## src/rtl/number_guess_main.sv

```systemverilog
// Two-player number-guessing game controller driving a 16-character ASCII status line.
// Define SHOW_TRIES_EN to show the remaining tries in the last two characters while guessing.
module number_guess_main #(
    parameter int SYNC_STAGES    = 2,
    parameter int MAX_TRIES_ZERO = 16
) (
    input  logic         clk,
    input  logic         reset,
    input  logic         mode,
    input  logic         submit_N,
    input  logic         submit_M,
    input  logic [3:0]   timesIN,
    input  logic         submit2,
    input  logic         submit1,
    input  logic         button,
    input  logic [16:0]  data_buffer,
    output logic [127:0] status_string
);

`ifdef SHOW_TRIES_EN
    localparam bit SHOW_TRIES = 1'b1;
`else
    localparam bit SHOW_TRIES = 1'b0;
`endif

    localparam logic [127:0] MSG_ENTER_N     = "ENTER N         ";
    localparam logic [127:0] MSG_ENTER_GUESS = "ENTER GUESS     ";
    localparam logic [127:0] MSG_INVALID     = "INVALID         ";
    localparam logic [127:0] MSG_CORRECT     = "CORRECT         ";
    localparam logic [127:0] MSG_TOO_HIGH    = "TOO HIGH        ";
    localparam logic [127:0] MSG_TOO_LOW     = "TOO LOW         ";
    localparam logic [127:0] MSG_GAME_OVER   = "GAME OVER       ";

    typedef enum logic [1:0] {IDLE, GUESS, WIN, LOSE} state_t;

    state_t      state;
    logic [15:0] secret;
    logic [4:0]  limit;
    logic [4:0]  used;

    // Bit order: {mode, button, submit1, submit2, submit_M, submit_N}
    logic [5:0] raw_in;
    logic [5:0] sync_q [SYNC_STAGES];
    logic [5:0] synced;
    logic [2:0] prev_q;

    assign raw_in = {mode, button, submit1, submit2, submit_M, submit_N};
    assign synced = sync_q[SYNC_STAGES-1];

    always_ff @(posedge clk or posedge reset) begin
        if (reset) begin
            for (int i = 0; i < SYNC_STAGES; i++) sync_q[i] <= '1;
            prev_q <= '1;
        end else begin
            sync_q[0] <= raw_in;
            for (int i = 1; i < SYNC_STAGES; i++) sync_q[i] <= sync_q[i-1];
            prev_q <= {synced[4], synced[1], synced[0]};
        end
    end

    logic n_ev, m_ev, btn_ev, mode_s, sub2_s, sub1_s;
    assign n_ev   = prev_q[0] & ~synced[0];
    assign m_ev   = prev_q[1] & ~synced[1];
    assign btn_ev = prev_q[2] & ~synced[4];
    assign sub2_s = synced[2];
    assign sub1_s = synced[3];
    assign mode_s = synced[5];

    function automatic logic valid_bcd(input logic [16:0] d);
        return d[16] && (d[15:12] <= 4'd9) && (d[11:8] <= 4'd9) &&
               (d[7:4] <= 4'd9) && (d[3:0] <= 4'd9);
    endfunction

    // Unlimited games show "--"; limit never exceeds 16, so one tens digit suffices.
    function automatic logic [127:0] with_tries(input logic [127:0] msg,
                                                input logic [4:0] rem,
                                                input logic limited);
        logic [4:0]  ones;
        logic [15:0] digits;
        ones   = (rem >= 5'd10) ? rem - 5'd10 : rem;
        digits = limited ? {((rem >= 5'd10) ? 8'h31 : 8'h30), 8'h30 + {3'b000, ones}} : "--";
        return SHOW_TRIES ? {msg[127:16], digits} : msg;
    endfunction

    logic [4:0] used_next;
    logic [4:0] rem_next;
    logic [4:0] limit_new;
    logic       entry_valid;

    always_comb begin
        used_next   = (mode_s || used < 5'd15) ? used + 5'd1 : used;
        rem_next    = (limit > used_next) ? limit - used_next : 5'd0;
        limit_new   = (timesIN == 4'd0) ? 5'(MAX_TRIES_ZERO) : {1'b0, timesIN};
        entry_valid = valid_bcd(data_buffer);
    end

    // Restart outranks everything; otherwise only the current state's own event is honoured.
    always_ff @(posedge clk or posedge reset) begin
        if (reset) begin
            state         <= IDLE;
            status_string <= MSG_ENTER_N;
            secret        <= '0;
            limit         <= '0;
            used          <= '0;
        end else if (btn_ev) begin
            state         <= IDLE;
            status_string <= MSG_ENTER_N;
            limit         <= '0;
            used          <= '0;
        end else begin
            case (state)
                IDLE: begin
                    if (n_ev && !sub2_s) begin
                        if (entry_valid) begin
                            secret        <= data_buffer[15:0];
                            limit         <= limit_new;
                            used          <= '0;
                            state         <= GUESS;
                            status_string <= with_tries(MSG_ENTER_GUESS, limit_new, mode_s);
                        end else begin
                            status_string <= MSG_INVALID;
                        end
                    end
                end
                GUESS: begin
                    if (m_ev && !sub1_s) begin
                        if (!entry_valid) begin
                            status_string <= MSG_INVALID;
                        end else if (data_buffer[15:0] == secret) begin
                            state         <= WIN;
                            status_string <= MSG_CORRECT;
                        end else begin
                            used <= used_next;
                            if (mode_s && used_next >= limit) begin
                                state         <= LOSE;
                                status_string <= MSG_GAME_OVER;
                            end else if (data_buffer[15:0] > secret) begin
                                status_string <= with_tries(MSG_TOO_HIGH, rem_next, mode_s);
                            end else begin
                                status_string <= with_tries(MSG_TOO_LOW, rem_next, mode_s);
                            end
                        end
                    end
                end
                default: ;
            endcase
        end
    end

endmodule

```

## config.mk

```make
export PLATFORM = sky130hd
export DESIGN_NAME = number_guess_main
export DESIGN_NICKNAME = d
export VERILOG_FILES = /design/src/rtl/number_guess_main.sv
export SDC_FILE = /design/constraint.sdc
export NUM_CORES = 1
export LEC_CHECK = 0
export ABC_AREA = 1
export CORE_AREA = 10 10 105 107
export CTS_CLUSTER_SIZE = 8
export DETAILED_ROUTE_END_ITERATION = 16
export DIE_AREA = 0 0 115 117
export PLACE_DENSITY = 0.85
export SETUP_SLACK_MARGIN = 0.5
export SLEW_MARGIN = 5
export SYNTH_ARGS = -nofsm -noshare
export SYNTH_HDL_FRONTEND = slang
export SYNTH_SLANG_ARGS = --single-unit
```

## constraint.sdc

```tcl
create_clock -name clk -period 3.4 [get_ports clk]
set_clock_uncertainty 0.05 [all_clocks]
set_input_delay 0.34 -clock clk [delete_from_list [all_inputs] [get_ports clk]]
set_output_delay 0.34 -clock clk [all_outputs]
set_load 0.05 [all_outputs]
```

# After elaboration in Yosys (flattened, before gate mapping)
# Cells that the tools add are included.
[word_totals] out_inout_bits=128 input_bits=29 reg_bits=171 word_cells=82
[op_classes] n_bitwise=7 mux=30 eq_ne=8 n_reduce_logical=21 add_sub_neg=1 order_cmp=7
[op_table] op="2-to-1 mux 128 bit" count=3
[op_table] op="2-to-1 mux 125 bit" count=3
[op_table] op="one-hot mux 128 bit (2 select lines)" count=1
[op_table] op="2-to-1 mux 124 bit" count=1
[op_table] op="2-to-1 mux 91 bit" count=1
[op_table] op="2-to-1 mux 5 bit" count=12
[op_table] op="== test 16 bit" count=1
[op_table] op="> comparator 16 bit" count=1
[op_table] op="less-or-equal comparator 4 bit (second input constant)" count=4
[op_table] op="inequality test 3 bit (second input constant)" count=5
[op_table] op="2-to-1 mux 2 bit" count=7
[op_table] op="AND reduction 6 bit" count=2
[op_table] op="one-hot mux 5 bit (2 select lines)" count=1
[op_table] op="logical AND 1 bit" count=7
[op_table] op="AND reduction 3 bit" count=2
[op_table] op="nonzero test 2 bit" count=3
[op_table] op="adder 5 x 1 -> 5 bit (second input constant)" count=1
[op_table] op="greater-or-equal comparator 5 bit" count=1
[op_table] op="< comparator 5 x 4 -> 1 bit (second input constant)" count=1
[op_table] op="zero test 4 bit" count=1
[op_table] op="inequality test 4 bit (second input constant)" count=1
[op_table] op="NOT 1 bit" count=4
[op_table] op="one-hot mux 2 bit (2 select lines)" count=1
[op_table] op="AND reduction 4 bit" count=1
[op_table] op="6 further kinds" count=9

# Depth between registers and ports, before layout
[logic_depth] depth_word=11 depth_mapped=18 mapped_depth_nobuf=18

# Least setup slack after synthesis
# No wires, ideal clock.
[synth_path] path_type="register to register" startpoint="register used[2]" endpoint="register state[0]" setup_ns=0.116 setup_slack_ns=1.076 required_ns=3.234 stages_incl_launch_ff=19 t_arrival_ns=2.157 period_less_slack_ns=2.324 path_cell_list="dfrtp_1 -> nand4_1 -> inv_1 -> o21bai_1 -> nand2_1 -> xor2_1 -> inv_1 -> ha_1 -> nand2_1 -> nor2_1 -> nand2_1 -> nand3_1 -> nand2_1 -> nand2_1 -> nand2_1 -> nand2_1 -> nand2_1 -> nand2_1 -> nand2_1"
[synth_via] elab_chain_len=7 elab_cells_between_ends=8 cone_classes="add/sub: 1; order compare: 2; eq/ne: 1; mux: 1; reduce/logical: 3"
[synth_rtl] item="start, declared" line="39" text="logic [4:0] used;"
[synth_rtl] item="start signal, assigned" line="133" text="used <= used_next;"
[synth_rtl] item="< comparator 5 x 4 -> 1 bit" line="91" text="used_next = (mode_s || used < 5'd15) ? used + 5'd1 : used;"
[synth_rtl] item="logical OR 1 bit" line="91"
[synth_rtl] item="2-to-1 mux 5 bit (*)" line="91"
[synth_rtl] item="greater-or-equal comparator 5 bit (*)" line="134" text="if (mode_s && used_next >= limit) begin"
[synth_rtl] item="logical AND 1 bit (*)" line="134"
[synth_rtl] item="inequality test 4 bit (no source line) (*)"
[synth_rtl] item="AND reduction 6 bit (no source line) (*)"
[synth_rtl] item="end signal, assigned" line="118" text="state <= GUESS;"
[synth_rtl] item="end signal, assigned" line="130" text="state <= WIN;"
[synth_rtl] item="end signal, assigned" line="135" text="state <= LOSE;"
[synth_rtl] item="end, declared" line="36" text="state_t state;"
# Every way passes the cells marked *; elsewhere a longest branch is shown, timed or not.
# A chain may end at the register's enable or synchronous reset.

# Worst setup path after layout
[layout_path] startpoint="register used[2]" endpoint="register status_string[82]"
[layout_via] elab_chain_len=11 elab_cells_between_ends=12 cone_classes="add/sub: 1; order compare: 2; mux: 7; reduce/logical: 2"
[layout_rtl] item="< comparator 5 x 4 -> 1 bit" line="91"
[layout_rtl] item="logical OR 1 bit" line="91"
[layout_rtl] item="2-to-1 mux 5 bit (*)" line="91"
[layout_rtl] item="greater-or-equal comparator 5 bit (*)" line="134"
[layout_rtl] item="logical AND 1 bit (*)" line="134"
[layout_rtl] item="2-to-1 mux 125 bit (*)" line="134"
[layout_rtl] item="2-to-1 mux 125 bit (*)" line="129" text="end else if (data_buffer[15:0] == secret) begin"
[layout_rtl] item="2-to-1 mux 125 bit (*)" line="127" text="if (!entry_valid) begin"
[layout_rtl] item="2-to-1 mux 128 bit (*)" line="126" text="if (m_ev && !sub1_s) begin"
[layout_rtl] item="one-hot mux 128 bit (2 select lines) (*)" line="111" text="case (state)"
[layout_rtl] item="2-to-1 mux 128 bit (*)" line="105" text="end else if (btn_ev) begin"
[layout_rtl] item="end signal, assigned" line="119" text="status_string <= with_tries(MSG_ENTER_GUESS, limit_new, mode_s);"
[layout_rtl] item="end signal, assigned" line="138" text="status_string <= with_tries(MSG_TOO_HIGH, rem_next, mode_s);"
[layout_rtl] item="end signal, assigned" line="140" text="status_string <= with_tries(MSG_TOO_LOW, rem_next, mode_s);"
[layout_rtl] item="end, declared" line="17" text="output logic [127:0] status_string"
# Every way passes the cells marked *; elsewhere a longest branch is shown, timed or not. The select of a mux whose other input is x is not followed.

==> impl_metrics.py <==
metrics = {
    "yosys": {
        "yosysSeqAreaShare_pct": 44.0,
        "ys_warn_count": 0,
        "synth_top_area_share_pct": 27.4,
        "synth_ff_type": "dfrtp_1",
        "ys_seq_elements": 74,
        "async_flop_share_pct": 100,
        "synth-edff-count": 0,
        "synth.most_common_cell": "nand2_1",
        "netlist_instances": 488,
        "synth_common_cells": "101 x nand2_1, 97 x buf_4, 53 x inv_1",
        "avgSynthCellArea_um2": 8.79,
        "synth_cell_types": 36,
        "synth_area_leaders": "dfrtp_1 27%, buf_4 17%, dfstp_2 17%, nand2_1 8.8%, ha_1 6.4%",
        "yosys.area.top_type": "dfrtp_1",
        "syn-cell-area_um2": 4290,
    },
    "timing": {
        "rsz0062_at_grt": "false",
        "tns_ns": 0,
        "slew_viol_final": 0,
        "tightest_slew_ns": 0.911,
        "slew_headroom_pct": 39.3,
        "fmax_mhz": 398,
        "setup_viol": 0,
        "hold_viol": 0,
        "fin_crit_sh_pct": 73.8,
        "min_period_ns": 2.51,
    },
    "die": {
        "row_count": 35,
        "initial_core_util_pct": 47.5,
        "dieArea_um2": 13500,
        "boundaryPins": 157,
        "core_area_um2": 9020,
        "die_h_um": 117,
        "die_w_um": 115,
    },
    "finish": {
        "final_core_util_pct": 55.7,
        "multiInputGateArea_um2": 1680,
        "syn2layout_area_growth_pct": 17.1,
        "antennaDiodeCount": 0,
        "regArea_um2": 1890,
        "drive_gt1_share_pct": 11.9,
        "final_nets": 602,
        "num-fill-cells": 828,
    },
    "critical_path": {
        "end_kind": "register",
        "path_class": "reg2reg",
        "crit_path_max_fanout": 7,
        "reg2reg_slack_ns": 0.89,
        "crit_arrival_ns": 2.70,
        "cp.required_ns": 3.59,
        "cp-start-kind": "register",
    },
    "routing": {
        "firstDrtPassIters": 5,
        "ant_nets": 0,
        "drc_errors": 0,
        "viasPerCell": 4.62,
        "drt_iter0_markers": 149,
        "wl_mm": 9.03,
        "vias": 3080,
        "wl_per_cell_um": 13.5,
    },
    "clock_tree": {
        "cts.path.max_buffers": 2,
        "clock_latency_ns": 0.35,
        "cts_sinks": 74,
        "cts_tree": "done",
        "cts_root_buf": "clkbuf_8",
        "cts_max_level": 3,
        "cts_made_buffers": 9,
        "clk_pin_slew_ns": 0.08,
    },
    "placement": {
        "hpwl_mm": 7.22,
        "io_buffers": 87,
        "gp_congestion": 0.786,
    },
    "global_route": {
        "antenna_found_initial": 0,
        "grt_usage_pct": 13.0,
        "grt_max_degree": 75,
        "first_global_vias": 3137,
        "overflow": 0,
        "grt_pass1_wl_mm": 14.4,
    },
    "min_path": {
        "hp-class": "reg2reg",
    },
    "power_and_ir_drop": {
        "ir_worst_vdd_uv": 289,
        "power_density_nw_per_um2": 657,
        "p_leak_nw": 2.54,
    },
    "job": {
        "maxCapViolCount": 0,
    },
    "outcome": {
        "status": "finished clean",
    },
}
[where the power goes]
part | total (mW) | internal [mW] | leakage (nW) | switching (mW)
Clock | 0.765 | 0.434 | 0.109 | 0.331
Sequential | 1.12 | 1.04 | 0.842 | 0.0799
Combinational | 1.42 | 0.399 | 1.59 | 1.02
[cell type report]
cell class | count | share of cell area [%]
timing repair buffer | 88 | 17.5
clock inverter | 6 | 1.77
tap | 111 | 2.77
multi-input combinational | 323 | 33.5
clock buffer | 10 | 2.74
sequential | 74 | 37.5
inverter | 55 | 4.16
[through the flow]
step                setup WS (ns)  total power [mW]  hold WS, ns  area (µm²)  cells
floorplan                    1.08              2.30        0.294        4540    555
global placement            0.948              2.53        0.296        4790    651
detailed placement          0.825              2.56        0.297        4790    651
CTS                         0.780              3.33        0.308        5020    667
global route                0.559              3.47        0.310        5020    667
finish                      0.890              3.30        0.307        5020    667
[placed cells by master (no fill, tap or decap), types with 2 or more instances in the layout]
cell             count
dfrtp_1             47
dfstp_2             27
a21oi_1             28
inv_2                2
clkbuf_8            10
xor2_1               3
and2_1               2
clkdlybuf4s50_1     87
nor2_1              32
bufinv_16            2
clkinvlp_4           2
ha_1                22
o21ai_1              7
inv_1               52
o21a_1               5
conb_1              69
nand4_1              2
nand3_1             10
o22ai_1              5
nor2_4               7
nor2_2               2
nand2_1            101
nand2_2              4
o21ai_0             12
[worst max-delay path, cell delays in order (launching register included)]
cell,delay (ns)
dfrtp_1,0.43
nand4_1,0.11
inv_1,0.06
o21bai_2,0.28
nand2_1,0.11
xor2_1,0.15
inv_1,0.07
ha_1,0.29
nand2_1,0.06
nand2_1,0.04
nand2_1,0.06
nand3_1,0.08
nand2_1,0.16
nand2_1,0.10
inv_1,0.09
nand2_1,0.08
nand2_1,0.10
o21ai_1,0.07
[logic make-up after synthesis]
kind of cell,Yosys count,share of synthesized area (%)
DFF,74,44.0
adders and majority gates,22,6.42
AOI/OAI and AO/OA,62,8.20
xor gates and xnor gates,3,0.613
buffers and inverters,158,22.7
other,2,0.175
and+or+nand+nor,167,17.9
[final timing paths]
check                                    start                            end  depth (start not counted)
max                        used[2]$_DFFE_PP0P_  status_string[82]$_DFFE_PP0P_                         17
min                        sync_q[9]$_DFF_PP1_            synced[3]$_DFF_PP1_                          0
max reg2reg                used[2]$_DFFE_PP0P_  status_string[82]$_DFFE_PP0P_                         17
min reg2reg                sync_q[9]$_DFF_PP1_            synced[3]$_DFF_PP1_                          0
max in group asynchronous                reset  status_string[67]$_DFFE_PP0P_                          3
min in group asynchronous                reset  status_string[72]$_DFFE_PP0P_                          3
[state kept, by name, indices dropped and copies added, names as in the netlist]
| signal | count |
|---|---|
| status_string | 31 |
| secret | 16 |
| sync_q | 6 |
| synced | 6 |
| limit | 5 |
| used | 5 |
| prev_q | 3 |
| state | 2 |
[per-layer routing]
metal	share of wire (%)	wire [µm]	vias to the layer above	global-route usage (%)
li1	-	-	1488	-
met1	38	3390	1457	14.4
met2	48	4360	122	21.8
met3	13	1160	13	5.61
met4	1.3	119	0	4.46
met5	0	0	-	0
[timing repair]
item / CTS / global route
endpoints found under the hold margin: 0 / 0
resized for setup: 0 / 1
hold buffers: 0 / 0
setup endpoints to repair: 0 / 10
buffers inserted: 0 / 0
(Power assumes the default switching activity.)
==> variant, RTL diff (same flow settings) <==
The 4 states of `state_t` get a one-hot encoding in 4 bits.
--- a/src/rtl/number_guess_main.sv
+++ b/src/rtl/number_guess_main.sv
@@ -31,7 +31,7 @@
     localparam logic [127:0] MSG_TOO_LOW     = "TOO LOW         ";
     localparam logic [127:0] MSG_GAME_OVER   = "GAME OVER       ";
 
-    typedef enum logic [1:0] {IDLE, GUESS, WIN, LOSE} state_t;
+    typedef enum logic [3:0] {IDLE = 4'b0001, GUESS = 4'b0010, WIN = 4'b0100, LOSE = 4'b1000} state_t;
 
     state_t      state;
     logic [15:0] secret;
Behaviour: no difference found for any inputs over 4 cycles, from zero or initial values and one cycle with reset high; so few cycles prove little.
==> variant against the original RTL <==
Worst setup slack worse by 0.12 ns. Combinational power is 35% higher. Routed wire length is 5.1% higher. First-iteration DRC count is 4.7% higher. Non-clock buffer count is 3 higher. Global-route usage is 0.44 points higher. Cell area is 1.3% higher. Sequential share of layout area is 0.54 points higher. Area after synthesis is 2.0% higher. Total power is 16% higher. Sequential cell count is 2 higher. Critical path type unchanged. Critical endpoint is now state[3]$_DFFE_PP0P_.
==> variant: results (changes against the original RTL) <==
| Metric | Value |
|---|---|
| Outcome | completed (unchanged) |
| Layout Cells excl Fill | 694 (was 667) |
| Hold slack | 0.3088 ns (was 0.3072 ns) |
| DP Area | 4877 um2 (was 4792 um2) |
| RR Endpoint | state[3]$_DFFE_PP0P_ (was status_string[82]$_DFFE_PP0P_) |
| Hpwl dp | 7600 um (was 7225 um) |
| Starting DRT DRC Count | 156 (was 149) |
| Diode count | 0 (unchanged) |
| Drt via density | 4.664 (was 4.618) |
| VDD IR max | 0.3132 mV (was 0.2890 mV) |
| First-pass GRT wire length | 14720 um (was 14400 um) |
| WHS Endpoint | synced[1]$_DFF_PP1_ (was synced[3]$_DFF_PP1_) |
| Static Leak | 2.557 nW (was 2.539 nW) |
| HP Class | reg -> reg (unchanged) |
| Top cells by count, synth | nand2_1, buf_4, inv_1, dfrtp_1, nor2_1 (unchanged) |
| Final net count | 629 (was 602) |
| Largest net degree at the start of global routing | 40 (was 75) |
| Worst r2r src | used[0]$_DFFE_PP0P_ (was used[2]$_DFFE_PP0P_) |
| Layout cells sized above 1 | 12.18% (was 11.87%) |
| Adder-cell share of the synthesized area | 6.295% (was 6.420%) |
| Clock Path Buffers | 2 (unchanged) |
| Reg area | 1937 um2 (was 1886 um2) |
| Final wirelength | 9491 um (was 9031 um) |
| Fill count | 772 (was 828) |
| CP arrival | 2.82 ns (was 2.70 ns) |
| Worst-Margin Slew | 0.7762 ns (was 0.9108 ns) |
| Hold Path Stages | 0 (unchanged) |
| TritonCTS buffer count | 9 (unchanged) |
| Hold path startpoint | sync_q[7]$_DFF_PP1_ (was sync_q[9]$_DFF_PP1_) |
| Register-to-Register Path Depth | 21 (was 17) |
| All-Layer GR Usage | 13.41% (was 12.97%) |
| Pre-CTS setup slack | 0.7865 ns (was 0.8251 ns) |
| Placed insts | 676 (was 651) |
| CP max FO | 5 (was 7) |
| Distinct cells, synth | 30 (was 36) |
| XOR/XNOR Fraction of Synth Area | 0.4006% (was 0.6128%) |
| Synth area leaders | dfrtp_1, buf_4, dfstp_2, nand2_1, ha_1 (unchanged) |
| Compound-cell area share of the yosys netlist | 6.695% (was 8.200%) |
| Sequential area share after synthesis | 44.29% (was 43.97%) |
| Cts hold-fix bufs | 0 (unchanged) |
| Gpl congestion | 0.8793 (was 0.7856) |
| Gate Count Post-Synth | 513 (was 488) |
| Fin worst setup slack | 0.7724 ns (was 0.8898 ns) |
| CTS Root Cell | clkbuf_8 (unchanged) |
| Number of global-route vias before repair | 3197 (was 3137) |
| Initial DRT Pass Iterations | 4 (was 5) |
| Skew-Pair Late Insertion Delay | 0.36 ns |
## variant: cell types whose count changed after synthesis, sizes merged, moves of 2 or more
cell / delta
a21oi: -15
o21a: -2
xnor2: +2
o21ai: +17
nand4: +2
nor4: +2
nor2: -5
nand2: +28
xor2: -3
o22ai: -5
nand3: +2
inv: +5
## variant: cells by family after synthesis
logic type,after synthesis
and+or+nand+nor,192
buffers and inverters,164
DFF,76
AOI/OAI and AO/OA,55
adders and majority gates,22
xor gates and xnor gates,2
other,2
## variant: how the worst max path moves through the flow
stage	start	endpoint	depth (start not counted)
final	used[0]$_DFFE_PP0P_	state[3]$_DFFE_PP0P_	21
after CTS	used[2]$_DFFE_PP0P_	state[3]$_DFFE_PP0P_	21
after global placement	used[2]$_DFFE_PP0P_	state[3]$_DFFE_PP0P_	21
after detailed placement	used[2]$_DFFE_PP0P_	state[3]$_DFFE_PP0P_	21
after floorplan	reset	limit[0]$_DFFE_PP0P_	1
after global routing	used[0]$_DFFE_PP0P_	state[3]$_DFFE_PP0P_	20
## variant: final cells by class
type | instances | area share (%)
Multi-Input combinational cell | 340 | 33.04
Sequential cell | 76 | 38.08
Clock inverter | 7 | 1.279
Tap cell | 111 | 2.731
Inverter | 60 | 4.477
Clock buffer | 9 | 2.435
Timing Repair Buffer | 91 | 17.96
## variant: layer usage
layer | wire length (um) | vias up | global-route usage, %
li1 | - | 1562 | -
met2 | 4701 | 130 | 22.90
met1 | 3546 | 1520 | 14.51
met3 | 1003 | 25 | 5.454
met5 | 0 | - | 0
met4 | 239 | 0 | 5.363
## variant: what timing repair did
action | CTS | global route
gates resized for setup | 0 | 2
setup endpoints to repair | 0 | 9
setup buffers | 0 | 2
## variant: where the power goes
group          internal, mW  switching, mW
Clock                 0.284          0.382
Combinational         0.543           1.37
Sequential             1.14          0.112
Total                  1.97           1.86
